`src/rtl/tspp_arb_pkg.sv`:
```
// Shared types for the two-port memory arbiter: FSM state encoding and streak counter width.
package tspp_arb_pkg;

  typedef enum logic [1:0] {
    IDLE = 2'd0,
    IBUS = 2'd1,
    DBUS = 2'd2
  } arb_state_t;

  localparam int STREAK_W = 4;

endpackage

```
`src/rtl/tspp_arb_grant.sv`:
```
// Combinational grant rule: data first, unless fetch has waited through MAX_D_STREAK data grants.
module tspp_arb_grant
  import tspp_arb_pkg::*;
#(
  parameter int MAX_D_STREAK = 4
) (
  input  logic                iren,
  input  logic                dreq,
  input  logic [STREAK_W-1:0] streak,
  output logic                grant_i,
  output logic                grant_d
);

  logic starve;

  assign starve  = iren && (streak == STREAK_W'(MAX_D_STREAK));
  assign grant_d = dreq && !starve;
  assign grant_i = iren && !grant_d;

endmodule

```
`src/rtl/tspp_mem_arbiter.sv`:
```
// Shares one memory bus between the fetch and data ports; all bus outputs are registered.
// Handshake: a requester holds its request until its busy is low; the bus completes a strobe when bus_busy is low.
module tspp_mem_arbiter
  import tspp_arb_pkg::*;
#(
  parameter int ADDR_W       = 32,
  parameter int DATA_W       = 32,
  parameter int MAX_D_STREAK = 4
) (
  input  logic                CLK,
  input  logic                nRST,
  input  logic                iren,
  input  logic [ADDR_W-1:0]   iaddr,
  output logic [DATA_W-1:0]   irdata,
  output logic                i_busy,
  input  logic                dren,
  input  logic                dwen,
  input  logic [ADDR_W-1:0]   daddr,
  input  logic [DATA_W-1:0]   dwdata,
  input  logic [DATA_W/8-1:0] dbyte_en,
  output logic [DATA_W-1:0]   drdata,
  output logic                d_busy,
  output logic                bus_ren,
  output logic                bus_wen,
  output logic [ADDR_W-1:0]   bus_addr,
  output logic [DATA_W-1:0]   bus_wdata,
  output logic [DATA_W/8-1:0] bus_byte_en,
  input  logic [DATA_W-1:0]   bus_rdata,
  input  logic                bus_busy,
  output arb_state_t          dbg_state
);

  localparam int BE_W = DATA_W / 8;

  arb_state_t          state_q, state_d;
  logic                ren_q, ren_d, wen_q, wen_d;
  logic [ADDR_W-1:0]   addr_q, addr_d;
  logic [DATA_W-1:0]   wdata_q, wdata_d;
  logic [BE_W-1:0]     be_q, be_d;
  logic [STREAK_W-1:0] streak_q, streak_d;
  logic                abandon_q, abandon_d;

  logic dreq, take, owner_req, grant_i, grant_d, i_done, d_done;

  assign dreq = dren | dwen;

  tspp_arb_grant #(.MAX_D_STREAK(MAX_D_STREAK)) u_grant (
    .iren    (iren),
    .dreq    (dreq),
    .streak  (streak_q),
    .grant_i (grant_i),
    .grant_d (grant_d)
  );

  // A withdrawn owner still finishes on the bus but never sees its busy drop.
  assign i_done = (state_q == IBUS) && !bus_busy && iren && !abandon_q;
  assign d_done = (state_q == DBUS) && !bus_busy && dreq && !abandon_q;

  assign i_busy      = !i_done;
  assign d_busy      = !d_done;
  assign irdata      = i_done ? bus_rdata : '0;
  assign drdata      = d_done ? bus_rdata : '0;
  assign bus_ren     = ren_q;
  assign bus_wen     = wen_q;
  assign bus_addr    = addr_q;
  assign bus_wdata   = wdata_q;
  assign bus_byte_en = be_q;
  assign dbg_state   = state_q;

  always_comb begin
    state_d   = state_q;
    ren_d     = ren_q;
    wen_d     = wen_q;
    addr_d    = addr_q;
    wdata_d   = wdata_q;
    be_d      = be_q;
    abandon_d = abandon_q;
    streak_d  = streak_q;

    take      = (state_q == IDLE) || !bus_busy;
    owner_req = (state_q == IBUS) ? iren : dreq;

    if (state_q != IDLE && !owner_req) begin
      abandon_d = 1'b1;
    end

    if (take) begin
      abandon_d = 1'b0;
      if (grant_d) begin
        state_d = DBUS;
        ren_d   = dren;
        wen_d   = dwen;
        addr_d  = daddr;
        wdata_d = dwdata;
        be_d    = dbyte_en;
      end else if (grant_i) begin
        state_d = IBUS;
        ren_d   = 1'b1;
        wen_d   = 1'b0;
        addr_d  = iaddr;
        wdata_d = '0;
        be_d    = '1;
      end else begin
        state_d = IDLE;
        ren_d   = 1'b0;
        wen_d   = 1'b0;
      end
    end

    // Streak only counts data grants that actually made fetch wait.
    if (!iren) begin
      streak_d = '0;
    end else if (take && grant_i) begin
      streak_d = '0;
    end else if (take && grant_d && streak_q < STREAK_W'(MAX_D_STREAK)) begin
      streak_d = streak_q + STREAK_W'(1);
    end
  end

  always_ff @(posedge CLK or negedge nRST) begin
    if (!nRST) begin
      state_q   <= IDLE;
      ren_q     <= 1'b0;
      wen_q     <= 1'b0;
      addr_q    <= '0;
      wdata_q   <= '0;
      be_q      <= '0;
      streak_q  <= '0;
      abandon_q <= 1'b0;
    end else begin
      state_q   <= state_d;
      ren_q     <= ren_d;
      wen_q     <= wen_d;
      addr_q    <= addr_d;
      wdata_q   <= wdata_d;
      be_q      <= be_d;
      streak_q  <= streak_d;
      abandon_q <= abandon_d;
    end
  end

endmodule

```
`config.mk`:
```
export PLATFORM = sky130hd
export DESIGN_NAME = tspp_mem_arbiter
export DESIGN_NICKNAME = d
export VERILOG_FILES = /design/src/rtl/tspp_arb_pkg.sv /design/src/rtl/tspp_arb_grant.sv /design/src/rtl/tspp_mem_arbiter.sv
export SDC_FILE = /design/constraint.sdc
export NUM_CORES = 1
export LEC_CHECK = 0
export CELL_PAD_IN_SITES_DETAIL_PLACEMENT = 0
export CELL_PAD_IN_SITES_GLOBAL_PLACEMENT = 1
export CORE_MARGIN = 8
export CORE_UTILIZATION = 21
export CTS_CLUSTER_SIZE = 30
export DETAILED_ROUTE_END_ITERATION = 7
export PLACE_DENSITY = 0.85
export SETUP_SLACK_MARGIN = 0.2
export SYNTH_ARGS = -nofsm -noshare
export SYNTH_HDL_FRONTEND = slang
export SYNTH_SLANG_ARGS = --single-unit
```
`constraint.sdc`:
```
create_clock -name CLK -period 1.47 [get_ports CLK]
set_input_delay 0.294 -clock CLK [delete_from_list [all_inputs] [get_ports CLK]]
set_output_delay 0.294 -clock CLK [all_outputs]
set_load 0.005 [all_outputs]
```
==> results of run 1 <==
worst min path at each step:
stage | startpoint | end | cells after the start
6_report | iren | streak_q[2] | 4
3_5_place_dp | nRST | bus_wdata[12] | 2
5_1_grt | iren | streak_q[2] | 4
3_3_place_gp | nRST | bus_wdata[3] | 2
2_1_floorplan | nRST | abandon_q | 0
4_1_cts | bus_busy | dbg_state[0] | 3
registers in the layout, indices dropped and copies added (netlist names):
register,cells
streak_q,4
bus_byte_en,4
bus_wen,1
dbg_state,2
bus_addr,32
abandon_q,1
bus_wdata,32
bus_ren,1
critical path, delay by kind of cell (launching register included):
family / cells / cell delay [ns]
flip-flops: 1 / 0.39
buffers and inverters: 5 / 0.51
AND/OR/NAND/NOR: 3 / 0.53
timing repair:
action                                 CTS  global route
setup buffers                           10            32
hold buffers                             1             0
setup endpoints to repair              213           215
gates cloned                             5            16
resized for setup                      193           322
pin swaps                                5            62
endpoints found under the hold margin   19             0
cell families (layout without fill, tap and decap cells):
| logic type | after synthesis | count (layout) |
|---|---|---|
| AO/OA/AOI/OAI | 86 | 86 |
| AND/OR/NAND/NOR | 182 | 183 |
| adder cells (fa/ha/maj) | 2 | 2 |
| buffers and inverters | 33 | 388 |
| flip-flops | 77 | 77 |
stage by stage:
step	power (mW)	std cells	utilization
2_1_floorplan	3.38	380	-
3_3_place_gp	4.86	882	0.405
3_5_place_dp	4.87	882	0.405
4_1_cts	7.48	913	0.435
5_1_grt	8.38	961	0.515
6_report	7.96	961	0.515
power by group through the flow:
stage	logic [mW]	registers (mW)	clock network, mW
after CTS	2.37	2.65	2.46
after global placement	2.18	2.68	0
final	2.94	2.65	2.36
after global routing	3.15	2.70	2.54
after detailed placement	2.19	2.68	0
after floorplan	0.691	2.69	0
metal layers:
metal  vias up  GRT usage  part of all wire
li1       2008          -                 -
met1      2014      0.161              0.40
met2       226      0.245              0.50
met3        13     0.0676             0.090
met4         0     0.0413             0.014
met5         -          0                 0
layout by cell type (no fill, tap or decap), types with 2 or more instances in the layout:
| cell | instances |
|---|---|
| clkdlybuf4s50_1 | 132 |
| buf_6 | 84 |
| dfrtp_1 | 76 |
| dlymetal6s2s_1 | 69 |
| nand2_1 | 68 |
| and2_4 | 56 |
| a22o_1 | 33 |
| buf_4 | 28 |
| a31oi_1 | 22 |
| nor2_1 | 20 |
| clkbuf_16 | 20 |
| buf_12 | 20 |
| nor2_2 | 12 |
| nor2_4 | 10 |
| and2_1 | 9 |
| a31oi_4 | 9 |
| buf_2 | 8 |
| inv_2 | 4 |
| o21ai_0 | 4 |
| o22a_1 | 4 |
| buf_16 | 4 |
| clkbuf_2 | 4 |
| a21oi_1 | 3 |
| inv_1 | 3 |
| dlygate4sd2_1 | 3 |
| o21ai_4 | 2 |
| a32o_1 | 2 |
| clkbuf_1 | 2 |
| bufinv_16 | 2 |
| buf_8 | 2 |
cell type report:
type                    instances  area [µm²]  share of cell area
clock buffers                  11         233              0.0264
clock inverters                 4        73.8             0.00837
inverters                       7        26.3             0.00298
multi-input cells             271        2020               0.230
flip-flops and latches         77        1930               0.219
well taps                     225         282              0.0319
repair buffers                366        4250               0.482
==> results.ini, run 1 <==
[global_route]
grt_max_degree = 78
grtUsageTotal = 0.145
grt_overflow_total = 0
grt_pass1_vias = 4230
antenna_found_initial = 0
grt_first_pass_wirelength_mm = 24.5

[placed_design]
dpl_worst_slack_ns = -0.896
io_buffers = 275
dp_hpwl_mm = 11.9
gp_congestion = 0.734
dpl_cell_area_um2 = 6930

[cts]
cts_tree = done
cts_sinks = 77
clockBufferDepth = 2
numCtsBuffers = 9
htreeDepth = 3
insertion_delay_ns = 0.34
cts-root-buf = clkbuf_16
clk_pin_slew_ns = 0.06

[critical_path]
path_cells = nor2_2 -> and4bb_2 -> buf_6 -> buf_16 -> buf_12 -> buf_6 -> and2_4 -> buf_6
crit_required_ns = 1.18
cp_slowest_cell = dfrtp_1
r2r_end = bus_addr[21]
criticalPathCategory = flip-flop to primary output
cp-start-kind = flip-flop
worstSetupEndpoint = drdata[31]
end_kind = primary output
rrSetupSlack_ns = -0.31
crit_fanout = 5
cp.arrival_ns = 1.74
worstRegToRegCells = 10
max_stage_delay_ns = 0.39
crit_start = abandon_q
worstReg2RegStart = dbg_state[1]
path_common_cell = buf_6

[power]
intPower_mw = 5.77
leakagePower_nw = 4.48
seqPwrFrac = 0.334
power_per_cell_area_nw_per_um2 = 902
max-vdd-ir-drop_mv = 0.596
combPwrFrac = 0.369
pwr-share-clk = 0.297
switchingPower_mw = 2.18
switching_share = 0.275

[logic_synthesis]
ys_warn_count = 0
ys_async_sr_fraction = 1.00
synth_edf_count = 0
synthesis.nets = 520
synthTopCellsByArea = dfrtp_1, and2_1, a22o_1, nand2_1, a31oi_1
synth_common_cells = dfrtp_1, nand2_1, and2_1
synth_top_area_frac = 0.530
syn-cell-area_um2 = 3640
synth_compound_area_frac = 0.176
synth_seq_cells = 77
yosysUniqueCellTypes = 27
ys_seq_area_frac = 0.530
synth-simple-area-share = 0.242
netlist_instances = 380
synth_flop_cell = dfrtp_1
synth_fa_ha_area_frac = 0.00688
yosysTopAreaCell = dfrtp_1
synth_top_family_by_area = simple AND/OR/NAND/NOR gates
synthXorXnorAreaFrac = 0
synthMuxAreaShare = 0
synth_area_per_cell_um2 = 9.57
yosysMostFrequentCell = dfrtp_1

[floorplanning]
io_pins = 276
core_um2 = 17100
initial_utilization = 0.213
die_area_um2 = 21800
die_x_um = 148
rows = 48
die_y_um = 148

[sta]
fmax_mhz = 492
tns_ns = -46.42
hold_viol_final = 0
final.period_utilization = 1.38
worst_slack_ns = -0.563
max-slew-margin-rel = 0.692
tightest_slew_ns = 0.462
hold_slack_ns = 0.448
period_needed_ns = 2.03
rsz0062_at_grt = true
report.final.slew_viol_count = 0
finClkSkew_ns = 0.00888
setup_viol = 139

[run]
drv_cap = 0

[outcome]
failed_checks = setup timing
outcome = finished, violations left

[routing]
drc = 0
finalWirelength_mm = 18.8
final_antenna_net_count = 0
avgRoutedWirePerCell_um = 19.5
drtIter0Drc = 142
vias = 4261
firstDrtPassIters = 4
viasPerCell = 4.43

[finish]
nFillCells = 1491
antenna_cells = 0
layout-drive-gt1-share = 0.382
synthToLayoutAreaGrowth_pct = 142
nNetsFinal = 872
design_area_um2 = 8820

[min_path]
hold_path.class = primary input to flip-flop

Power figures use the tool's default switching activity.
==> inputs of run 2 (changes only) <==
CORE_UTILIZATION = 23   (was 21)
PLACE_DENSITY = 0.88   (was 0.85)
clock period = 2.3 ns   (was 1.47 ns; I/O delays follow)
==> results.ini, run 2 (synthesized netlist as in run 1, its figures left out) <==
[global_route]
grt_first_pass_wirelength_mm = 23.2  ; -5.2%
grt_pass1_vias = 4247  ; +0.40%
grtUsageTotal = 0.148  ; +0.00264
grt_max_degree = 69  ; -12%
grt_overflow_total = 0  ; unchanged
antenna_found_initial = 0  ; unchanged

[critical_path]
path_cells = nor2_2 -> and4bb_4 -> buf_6 -> clkbuf_16 -> and2_4 -> buf_6
path_common_cell = buf_6
cp-start-kind = flip-flop
worstRegToRegCells = 5  ; -5
critPathBufInv = 3  ; -2
criticalPathCategory = flip-flop to primary output
crit_family = simple AND/OR/NAND/NOR gates
cp_slowest_cell = dfrtp_1
rrSetupSlack_ns = 0.41  ; +0.72 ns
cp.arrival_ns = 1.66  ; -0.08 ns
max_stage_delay_ns = 0.41  ; +0.02 ns
r2r_end = bus_wdata[5]
worstReg2RegStart = dbg_state[0]
crit_required_ns = 1.84  ; +0.66 ns
crit_fanout = 8  ; +3
end_kind = primary output

[sta]
fmax_mhz = 472
tns_ns = 0  ; +46.42 ns
finClkSkew_ns = 0.0146  ; +0.00577 ns
setup_viol = 0  ; -100%
final.period_utilization = 0.922
tightest_slew_ns = 0.741  ; +0.279 ns
report.final.slew_viol_count = 0  ; unchanged
rsz0062_at_grt = true
max-slew-margin-rel = 0.505  ; -0.188
hold_viol_final = 0  ; unchanged
period_needed_ns = 2.12

[finish]
synthToLayoutAreaGrowth_pct = 108
layout-drive-gt1-share = 0.278  ; -0.104
design_area_um2 = 7550  ; -14%
layout_commonest_cell = clkdlybuf4s50_1
final_util = 0.482  ; -0.0328
nNetsFinal = 808  ; -7.3%
layout_common_cells = clkdlybuf4s50_1, dfrtp_1, nand2_1
antenna_cells = 0  ; unchanged
seq_area_um2 = 1930  ; unchanged
nFillCells = 1440  ; -3.4%
multi_input_area_um2 = 1730  ; -14%

[floorplanning]
die_x_um = 142  ; -4.0%
io_pins = 276  ; unchanged
die_y_um = 142  ; -4.0%
rows = 46  ; -4.2%
initial_utilization = 0.232  ; +0.0198
die_area_um2 = 20100  ; -7.8%
core_um2 = 15700  ; -8.5%

[placed_design]
dp_hpwl_mm = 11.4  ; -3.6%
dpl_cell_area_um2 = 6700  ; -3.2%
io_buffers = 275  ; unchanged
gp_congestion = 0.834  ; +14%

[cts]
numCtsBuffers = 9  ; unchanged
cts-root-buf = clkbuf_16
cts_sinks = 77  ; unchanged
clk_pin_slew_ns = 0.06  ; about the same
hold_buffers = 0  ; -1
insertion_delay_ns = 0.34  ; about the same
htreeDepth = 3  ; unchanged
cts_tree = done
clockBufferDepth = 2  ; unchanged

[min_path]
hold_path.class = primary input to async pin

[power]
leakagePower_nw = 3.31  ; -26%
power_per_cell_area_nw_per_um2 = 631  ; -30%
max-vdd-ir-drop_mv = 0.311  ; -48%

[run]
drv_cap = 0  ; unchanged

[routing]
avgRoutedWirePerCell_um = 18.0  ; -7.6%
viasPerCell = 4.47  ; +0.74%
vias = 3971  ; -6.8%
final_antenna_net_count = 0  ; unchanged
firstDrtPassIters = 4  ; unchanged
finalWirelength_mm = 16.0  ; -15%
drtIter0Drc = 136  ; -4.2%
drc = 0  ; unchanged

[outcome]
outcome = finished clean

-- run 2: per-stage QoR --
stage	hold slack [ns]	instances	worst slack, ns	power [mW]
6_report	0.124	889	0.179	4.77
5_1_grt	0.171	889	0.108	5.02
4_1_cts	0.135	883	0.0942	4.72
3_5_place_dp	0.480	860	-0.329	3.04
3_3_place_gp	0.459	860	-0.332	3.00
2_1_floorplan	0.164	380	0.564	2.11
-- run 2: per-layer routing --
| layer | vias to the layer above | global-route usage | routed length, µm |
|---|---|---|---|
| met5 | - | 0 | 0 |
| met4 | 0 | 0.0514 | 320 |
| met3 | 21 | 0.0649 | 1760 |
| met2 | 193 | 0.257 | 8050 |
| met1 | 1884 | 0.156 | 5900 |
| li1 | 1873 | - | - |
-- run 2: layout make-up --
type / instances / share of cell area
clock buffers: 9 / 0.0298
clock inverters: 7 / 0.0159
well taps: 216 / 0.0358
multi-input cells: 270 / 0.229
inverters: 7 / 0.00348
flip-flops and latches: 77 / 0.255
repair buffers: 303 / 0.430
-- run 2: worst register-to-register path, delay by kind of cell (launching register included) --
family / cells / cell delay [ns]
AO/OA/AOI/OAI: 3 / 0.66
buffers and inverters: 1 / 0.17
flip-flops: 1 / 0.41
AND/OR/NAND/NOR: 1 / 0.56
-- run 2: report_power, final --
| part | leakage [nW] | switching, mW | internal (mW) |
|---|---|---|---|
| combinational | 2.22 | 0.525 | 0.901 |
| clock | 0.166 | 0.578 | 1.07 |
| sequential | 0.922 | 0.129 | 1.57 |
| total | 3.31 | 1.23 | 3.53 |
-- run 2: repair_timing --
action	4_1_cts	5_1_grt
resized for setup	213	196
pin swaps	5	55
cloned	3	5
setup buffers	4	1
setup endpoints to repair	66	66
-- run 2: worst max path at each step --
stage	from	to	slack (ns)	cells past startpoint
5_1_grt	abandon_q	drdata[7]	0.11	6
3_5_place_dp	dren	drdata[2]	-0.33	6
3_3_place_gp	bus_busy	irdata[28]	-0.33	7
4_1_cts	abandon_q	drdata[1]	0.09	6
2_1_floorplan	dwen	drdata[22]	0.56	4
6_report	abandon_q	drdata[29]	0.18	6
